--- config.mk ---
export PLATFORM = sky130hd
export DESIGN_NAME = pipe_stage_skid
export DESIGN_NICKNAME = d
export VERILOG_FILES = /design/src/rtl/pipe_stage_skid.sv
export SDC_FILE = /design/constraint.sdc
export NUM_CORES = 1
export LEC_CHECK = 0
export ABC_AREA = 1
export BUFFER_PORTS_ARGS = -buffer_cell sky130_fd_sc_hd__buf_2
export CAP_MARGIN = 10
export CORE_UTILIZATION = 24
export DETAILED_ROUTE_END_ITERATION = 10
export SKIP_LAST_GASP = 1
export SLEW_MARGIN = 5
export SYNTH_ARGS = -nofsm -noshare
export SYNTH_HDL_FRONTEND = slang
export SYNTH_SLANG_ARGS = --single-unit
--- constraint.sdc ---
create_clock -name clk -period 3.9 [get_ports clk]
set_input_delay 0.39 -clock clk [delete_from_list [all_inputs] [get_ports clk]]
set_output_delay 0.39 -clock clk [all_outputs]
set_load 0.05 [all_outputs]
--- src/rtl/pipe_stage_skid.sv ---
// pipe_stage_skid: inter-stage pipeline register with valid/ready handshake.
// A two-entry skid buffer (main + skid) sustains one transfer per cycle while
// in_ready is taken from state registers only, so it has no combinational
// path from out_ready. Flush drops every held entry and zeroes the ctrl
// fields so that a squashed instruction causes no side effects; the payload
// registers keep their old contents.
// Optional feature: define PIPE_PERF_EN to add the saturating stall_cnt and
// bubble_cnt performance counters.
module pipe_stage_skid #(
    parameter int CTRL_W = 8,
    parameter int DATA_W = 128
) (
    input  logic              clk,
    input  logic              rst_n,
    input  logic              flush,
    input  logic              in_valid,
    output logic              in_ready,
    input  logic [CTRL_W-1:0] in_ctrl,
    input  logic [DATA_W-1:0] in_data,
    output logic              out_valid,
    input  logic              out_ready,
    output logic [CTRL_W-1:0] out_ctrl,
    output logic [DATA_W-1:0] out_data,
    output logic [1:0]        occupancy
`ifdef PIPE_PERF_EN
    ,
    output logic [15:0]       stall_cnt,
    output logic [15:0]       bubble_cnt
`endif
);

    // Each state's encoding equals the number of entries held
    typedef enum logic [1:0] {
        S_EMPTY = 2'd0,
        S_ONE   = 2'd1,
        S_TWO   = 2'd2
    } state_t;

    state_t            r_state;
    state_t            w_state_next;
    logic [CTRL_W-1:0] r_main_ctrl;
    logic [DATA_W-1:0] r_main_data;
    logic [CTRL_W-1:0] r_skid_ctrl;
    logic [DATA_W-1:0] r_skid_data;

    logic w_in_xfer;
    logic w_out_xfer;
    logic w_load_main_in;
    logic w_load_main_skid;
    logic w_load_skid;

    // Outputs come straight from the state registers
    assign in_ready   = (r_state != S_TWO);
    assign out_valid  = (r_state != S_EMPTY);
    assign out_ctrl   = out_valid ? r_main_ctrl : '0;
    assign out_data   = r_main_data;
    assign occupancy  = r_state;
    assign w_in_xfer  = in_valid && in_ready;
    assign w_out_xfer = out_valid && out_ready;

    // State register
    always_ff @(posedge clk or negedge rst_n) begin
        if (!rst_n) begin
            r_state <= S_EMPTY;
        end else begin
            r_state <= w_state_next;
        end
    end

    // Next-state and entry-load decisions; flush overrides every handshake
    always_comb begin
        w_state_next     = r_state;
        w_load_main_in   = 1'b0;
        w_load_main_skid = 1'b0;
        w_load_skid      = 1'b0;
        if (flush) begin
            w_state_next = S_EMPTY;
        end else begin
            case (r_state)
                S_EMPTY: begin
                    if (w_in_xfer) begin
                        w_state_next   = S_ONE;
                        w_load_main_in = 1'b1;
                    end
                end
                S_ONE: begin
                    if (w_in_xfer && w_out_xfer) begin
                        w_load_main_in = 1'b1;
                    end else if (w_out_xfer) begin
                        w_state_next = S_EMPTY;
                    end else if (w_in_xfer) begin
                        w_state_next = S_TWO;
                        w_load_skid  = 1'b1;
                    end
                end
                S_TWO: begin
                    if (w_out_xfer) begin
                        w_state_next     = S_ONE;
                        w_load_main_skid = 1'b1;
                    end
                end
                default: begin
                    w_state_next = S_EMPTY;
                end
            endcase
        end
    end

    // Entry storage: flush zeroes ctrl only, payload keeps its last value
    always_ff @(posedge clk or negedge rst_n) begin
        if (!rst_n) begin
            r_main_ctrl <= '0;
            r_main_data <= '0;
            r_skid_ctrl <= '0;
            r_skid_data <= '0;
        end else if (flush) begin
            r_main_ctrl <= '0;
            r_skid_ctrl <= '0;
        end else begin
            if (w_load_main_in) begin
                r_main_ctrl <= in_ctrl;
                r_main_data <= in_data;
            end else if (w_load_main_skid) begin
                r_main_ctrl <= r_skid_ctrl;
                r_main_data <= r_skid_data;
            end
            if (w_load_skid) begin
                r_skid_ctrl <= in_ctrl;
                r_skid_data <= in_data;
            end
        end
    end

`ifdef PIPE_PERF_EN
    logic [15:0] r_stall_cnt;
    logic [15:0] r_bubble_cnt;

    assign stall_cnt  = r_stall_cnt;
    assign bubble_cnt = r_bubble_cnt;

    // Saturating stall/bubble counters; only reset clears them, flush does not
    always_ff @(posedge clk or negedge rst_n) begin
        if (!rst_n) begin
            r_stall_cnt  <= '0;
            r_bubble_cnt <= '0;
        end else begin
            if (out_valid && !out_ready && (r_stall_cnt != 16'hFFFF)) begin
                r_stall_cnt <= r_stall_cnt + 16'd1;
            end
            if (!out_valid && (r_bubble_cnt != 16'hFFFF)) begin
                r_bubble_cnt <= r_bubble_cnt + 16'd1;
            end
        end
    end
`endif

endmodule

==> results of run 1 <==
[area by class of cell]
type	instances	area [um^2]	share of cell area, %
well taps	615	769	5.25
clock buffers	43	881	6.01
multi-input cells	862	3830	26.2
repair buffers	301	1630	11.2
flip-flops and latches	274	6860	46.8
inverters	154	583	3.98
clock inverters	8	95.1	0.649
[worst min-delay path by stage]
stage,slack (ns),end,start
2_1_floorplan,0.09,occupancy[0]$_DFFE_PN0P_,rst_n
3_3_place_gp,0.47,r_skid_data[37]$_DFFE_PN0P_,r_skid_data[37]$_DFFE_PN0P_
3_5_place_dp,0.47,r_main_ctrl[4]$_DFFE_PN0P_,r_main_ctrl[4]$_DFFE_PN0P_
4_1_cts,0.01,out_data[85]$_DFFE_PN0P_,in_data[85]
5_1_grt,0.03,out_data[58]$_DFFE_PN0P_,in_data[58]
6_report,0.05,out_data[27]$_DFFE_PN0P_,in_data[27]
[routing by layer]
metal / track usage [%] / vias to the layer above
met5: 0 / -
met4: 3.27 / 4
met3: 2.83 / 59
met2: 20.8 / 311
met1: 17.2 / 4627
li1: - / 4876
[state kept, by name, summed over array words and instances (netlist names)]
signal,flops
occupancy,2
r_main_ctrl,8
r_skid_ctrl,8
r_skid_data,128
out_data,128
[what timing repair did]
| action | in CTS | in global routing |
|---|---|---|
| buffers inserted | 0 | 0 |
| setup endpoints to repair | 0 | 0 |
| endpoints found under the hold margin | 104 | 0 |
| hold buffers | 1 | 0 |
[per-stage QoR]
step                util, %  hold WS [ns]  instances  setup WS, ns  total power [mW]
floorplan                 -        0.0944       1379          1.37              5.89
global placement       28.4         0.465       2205          1.25              6.60
detailed placement     28.4         0.470       2205          1.23              6.65
CTS                    30.5        0.0129       2257          1.32              9.56
global route           30.5        0.0341       2257          1.04              9.97
finish                 30.5        0.0531       2257          1.37              9.43
[where the power goes]
| group | leakage (nW) | switching [mW] | total, mW | internal, mW |
|---|---|---|---|---|
| registers | 3.45 | 0.449 | 4.08 | 3.63 |
| logic | 3.83 | 1.84 | 2.51 | 0.668 |
| clock network | 0.476 | 1.15 | 2.84 | 1.68 |
| total | 7.76 | 3.45 | 9.43 | 5.98 |
[worst max-delay path, cell delays in order (launching register included)]
cell and delay, ns:
dfrtp_1 0.43, nand2_1 0.29, inv_1 0.21, nand3_4 0.74, buf_12 0.50, nand2_1 0.08, o21ai_0 0.09
[logic make-up (layout without fill, tap and decap cells)]
group	count (synthesis)	in the layout
flip-flops	274	274
AO/OA/AOI/OAI	138	138
buffers and inverters	243	506
AND/OR/NAND/NOR	724	724
[cell usage in the layout, fill, tap and decap left out, types with 4 or more instances in the layout]
| cell type | n |
|---|---|
| clkbuf_1 | 6 |
| o21ai_1 | 64 |
| clkbuf_16 | 31 |
| dfrtp_1 | 274 |
| nor2_1 | 9 |
| buf_12 | 5 |
| clkinv_2 | 4 |
| nand2_1 | 426 |
| nand3_1 | 274 |
| inv_1 | 150 |
| buf_4 | 15 |
| nand4_1 | 9 |
| o21ai_0 | 73 |
| clkbuf_8 | 6 |
| buf_2 | 279 |
==> metrics.md, run 1 <==
| Metric | Value |
|---|---|
| Port bufs | `280` |
| Core area | `0.0480 mm^2` |
| Routed length on met1 | `14500 um` |
| Die Width | `223 um` |
| Critical path destination | `r_skid_data[49]$_DFFE_PN0P_` |
| Synth Area in Compound Gates | `5.87%` |
| Critical Path RT | `4.33 ns` |
| Largest family of logic cells by synthesized area | `simple AND/OR/NAND/NOR gates` |
| Critical path startpoint | `occupancy[0]$_DFFE_PN0P_` |
| Clock Latency Late Sink | `0.57 ns` |
| Met3 wire length | `2040 um` |
| Fin crit share | `64.9%` |
| RSZ-0062 raised after global routing | `false` |
| Post-Synth Adder-Cell Area | `0%` |
| Cts repair resizes | `0` |
| Fmax | `395 MHz` |
| GRT Util Overall | `12.8%` |
| Flops & latches, synth | `274` |
| Io pins | `281` |
| Routability cong. | `0.765` |
| R2r setup slk | `1.37 ns` |
| Vias in the first global route | `9927` |
| Antenna-violating nets left | `0` |
| Simple-gate area share of the yosys netlist | `26.4%` |
| Synthesized Nets | `1520` |
| GRT overflow | `0` |
| Reg-to-Reg Start | `occupancy[0]$_DFFE_PN0P_` |
| CP Max Fanout | `86` |
| Layout cells sized above 1 | `21.6%` |
| WP data arrival | `2.97 ns` |
| Clk buf depth | `3` |
| Setup Skew | `0.00942 ns` |
| Yosys top cell area share | `58.2%` |
| Worst VDD drop | `0.360 mV` |
| Multiplexer area fraction after synthesis | `0%` |
| Top Layer Used | `met5` |
| Max transition margin | `33.3%` |
| Total vias in the final route | `9877` |
| Tmin final | `2.53 ns` |
| Crit. End Element | `flip-flop` |
| Synth async-reset ratio | `100%` |
| Initial Utilization | `24.5%` |
| Hold crit path type | `input port to flip-flop` |
| Clock root cell | `clkbuf_16` |
| Final hold violation count | `0` |
| Max-cap viol count | `0` |
| Ranking of synthesized cells by area | `dfrtp_1, nand2_1, nand3_1` |
| CTS Buf Count | `31` |
| Yosys warns | `0` |
| Drt pass-1 iters | `5` |
| Status | `complete, no violations` |
| Hold path depth | `3` |
| Clock transition at path regs | `0.06 ns` |
| Top-count cell post-synth | `nand2_1` |
| Initial antenna violation count | `2` |
| H-tree Lvls | `1` |
| Vert. Die Dim | `223 um` |
| Vias/cell | `4.38` |
| Count of unique library cells instantiated by Yosys | `19` |
| XOR/XNOR Fraction of Synth Area | `0%` |
| Syn avg cell area | `8.54 um^2` |
| Power Dens Cells | `644 mW/mm^2` |
| Drt first-iter violations | `693` |
| Total routed wirelength | `32000 um` |
| Placed Area | `0.0137 mm^2` |
| Most instantiated cells after synthesis | `nand2_1, nand3_1, dfrtp_1` |
| Pin count of the biggest net entering global routing | `128` |
| Layout Nets | `1765` |
| Sequential-to-total area share from yosys stat | `58.2%` |
| First-pass GRT wire length | `52100 um` |
| Clock tree sinks | `274` |
| CTS tree | `done` |
| Area leader, netlist | `dfrtp_1` |
| Final instance area | `0.0147 mm^2` |
| Least-Margin Pin Slew | `1.00 ns` |
| Diodes inserted | `0` |
| Fin. max-slew vios | `0` |
| Synth Cell Area | `0.0118 mm^2` |
| Met2 wire len | `14600 um` |
| Number of synthesized flops with an enable pin | `0` |
| WL/cell | `14.2 um` |
| Startpoint Class | `flip-flop` |
| Setup TNS | `0 ns` |
| RR Endpoint | `r_skid_data[49]$_DFFE_PN0P_` |
| Reg2Reg Depth | `6` |
| Final Setup Violations | `0` |
| Fillers | `5068` |
| Residual DRC count | `0` |
| DIE AREA | `0.0499 mm^2` |
| Lkg Pwr | `7.76 nW` |
| Row cnt | `80` |
| Area Overhead vs Synth | `24.4%` |
| Synth Instances | `1379` |
| Ys flop type | `dfrtp_1` |
| DP Wirelength | `20200 um` |
| WS Path Type | `flip-flop to flip-flop` |
(Power assumes the default switching activity.)
==> run 2, diff against run 1 <==
Clock period 3.9 ns to 2.2 ns, I/O delays scaled along.
==> metrics.md, run 2 (same netlist as run 1, synthesis figures left out) <==
| Metric | Value |
|---|---|
| Setup Fix Bufs, Post-CTS | `0 (unchanged)` |
| Sequential cell area | `0.00686 mm^2 (unchanged)` |
| Most used cell, CP | `inv_1` |
| Reg power frac | `41.5% (-1.8 points)` |
| Met3 Track Usage GR | `3.21% (+0.38 points)` |
| Least-Margin Pin Slew | `0.656 ns (-0.344 ns)` |
| Sw Ratio | `36.1% (-0.42 points)` |
| Vias in the first global route | `10700 (+7.3%)` |
| Layout cells sized above 1 | `21.1% (-0.51 points)` |
| Die Width | `223 um (unchanged)` |
| Clock Latency Late Sink | `0.57 ns (about the same)` |
| WL/cell | `14.2 um (+0.27%)` |
| Switching power | `6.28 mW (+82%)` |
| Crit-path cells | `inv_1 > nand2_1 > inv_1 > nor2_1 > buf_2` |
| First-pass GRT wire length | `55400 um (+6.3%)` |
| CP Max Fanout | `8 (-91%)` |
| Max transition margin | `56.3% (+23 points)` |
| Status | `complete, no violations` |
| Clock Power Share | `31.3% (+1.2 points)` |
| Grt met2 use | `23.1% (+2.3 points)` |
| Max-cap viol count | `0 (unchanged)` |
| Drt pass-1 iters | `7 (+2)` |
| Clock tree sinks | `274 (unchanged)` |
| Clk buf depth | `3 (unchanged)` |
| Tmin final | `2.04 ns` |
| Vert. Die Dim | `223 um (unchanged)` |
| Grt met1 use | `17.0% (-0.24 points)` |
| DIE AREA | `0.0499 mm^2 (unchanged)` |
| Antenna-violating nets left | `0 (unchanged)` |
| CTS tree | `done` |
| Slowest cell on crit path | `dfrtp_1` |
| Combinational Power Share | `27.2% (+0.6 points)` |
| GRT overflow | `0 (unchanged)` |
| Total Power | `17.4 mW (+84%)` |
| CP max stage delay | `0.50 ns (-0.24 ns)` |
| Clock root cell | `clkbuf_16` |
| Most frequent cells in the layout | `nand2_1, buf_2, nand3_1, dfrtp_1, inv_1` |
| Row cnt | `80 (unchanged)` |
| GRT Util Overall | `13.6% (+0.77 points)` |
| Hold crit path type | `input port to flip-flop` |
| Routability cong. | `0.766 (+0.20%)` |
| Multi-input logic area | `0.00383 mm^2 (unchanged)` |
| Fin util | `34.1% (+3.6 points)` |
| Clock transition at path regs | `0.06 ns (about the same)` |
| Cts repair resizes | `0 (unchanged)` |
| Core area | `0.0480 mm^2 (unchanged)` |
| Io pins | `281 (unchanged)` |
| Vias/cell | `4.37 (-0.19%)` |
| DP Wirelength | `21300 um (+5.2%)` |
| Lkg Pwr | `8.52 nW (+9.7%)` |
| Total routed wirelength | `34300 um (+7.3%)` |
| Initial Utilization | `24.5% (unchanged)` |
| Pin count of the biggest net entering global routing | `73 (-43%)` |
| P_int | `11.1 mW (+86%)` |
| Most common cell after layout, fill and taps aside | `nand2_1` |
| Diodes inserted | `0 (unchanged)` |
| CP bufs+invs | `3 (+1)` |
| RSZ-0062 raised after global routing | `false` |
| Drt first-iter violations | `753 (+8.7%)` |
| WP data arrival | `1.82 ns (-1.15 ns)` |
| Crit. End Element | `output port` |
| Fin. max-slew vios | `0 (unchanged)` |
| Placed cell count | `2220 (+0.68%)` |
| Cts hold-fix bufs | `138 (+137)` |
| WS Path Type | `flip-flop to output port` |
| Critical Path RT | `1.98 ns (-2.35 ns)` |
| Final Setup Violations | `0 (unchanged)` |
| Layout Nets | `1917 (+8.6%)` |
| Port bufs | `280 (unchanged)` |
| Setup Skew | `0.0114 ns (+0.00198 ns)` |
| Fillers | `4893 (-3.5%)` |
| Area Overhead vs Synth | `39.0%` |
| Startpoint Class | `flip-flop` |
| Fmax | `489 MHz` |
| Residual DRC count | `0 (unchanged)` |
| H-tree Lvls | `1 (unchanged)` |
| GR peak layer | `met2` |
| Non-filler cells, final | `2415 (+7.0%)` |
| Power Dens Cells | `1060 mW/mm^2 (+65%)` |
| Final hold violation count | `0 (unchanged)` |
| CTS Buf Count | `31 (unchanged)` |
| Initial antenna violation count | `0 (-2)` |
| Total vias in the final route | `10500 (+6.8%)` |
| Crit-path leading delay family | `flip-flops` |
| Worst hold slack | `0.0444 ns (-0.00869 ns)` |
| Worst VDD drop | `0.648 mV (+80%)` |
| Fin crit share | `92.9%` |
==> run 2: per-layer routing <==
metal  up-vias  share of wire [%]
li1       5179                  -
met1      4968                 43
met2       336                 47
met3        65                6.5
met4         0                2.9
met5         -                  0
==> run 2: worst paths after layout <==
| kind | cells past startpoint | start | slack, ns | end |
|---|---|---|---|---|
| hold reg to reg | 2 | r_skid_data[65]$_DFFE_PN0P_ | 0.48 | r_skid_data[65]$_DFFE_PN0P_ |
| min in group asynchronous | 2 | rst_n | 0.23 | r_skid_data[40]$_DFFE_PN0P_ |
| hold / removal | 4 | out_ready | 0.04 | occupancy[1]$_DFFE_PN0P_ |
| setup / recovery | 5 | occupancy[1]$_DFFE_PN0P_ | 0.16 | out_ctrl[5] |
| max in group asynchronous | 3 | rst_n | 1.19 | r_skid_ctrl[5]$_DFFE_PN0P_ |
| setup reg to reg | 7 | occupancy[0]$_DFFE_PN0P_ | 0.33 | r_skid_data[13]$_DFFE_PN0P_ |
==> run 2: area by class of cell <==
type | count | area share [%]
well taps | 615 | 4.70
repair buffers | 453 | 19.8
clock inverters | 13 | 0.925
clock buffers | 44 | 5.71
multi-input cells | 862 | 23.4
flip-flops and latches | 274 | 41.9
inverters | 154 | 3.56
==> run 2: through the flow <==
stage | setup slack, ns | setup TNS, ns | area, um^2
4_1_cts | 0.107 | 0 | 16400
5_1_grt | 0.00738 | 0 | 16400
3_3_place_gp | 0.430 | 0 | 13900
6_report | 0.157 | 0 | 16400
3_5_place_dp | 0.357 | 0 | 13900
2_1_floorplan | -0.163 | -1.30 | 11800
==> run 2: worst min-delay path: stages <==
cell	delay (ns)
buf_2	0.14
nand2_1	0.08
nand2_1	0.06
o21ai_0	0.06
==> run 2: power groups by stage <==
stage / sequential [mW] / clock [mW] / combinational [mW]
final: 7.22 / 5.44 / 4.73
after global routing: 7.39 / 5.81 / 5.17
after CTS: 7.21 / 5.61 / 4.76
after detailed placement: 7.27 / 0 / 4.57
after global placement: 7.23 / 0 / 4.48
after floorplan: 8.96 / 0 / 1.48
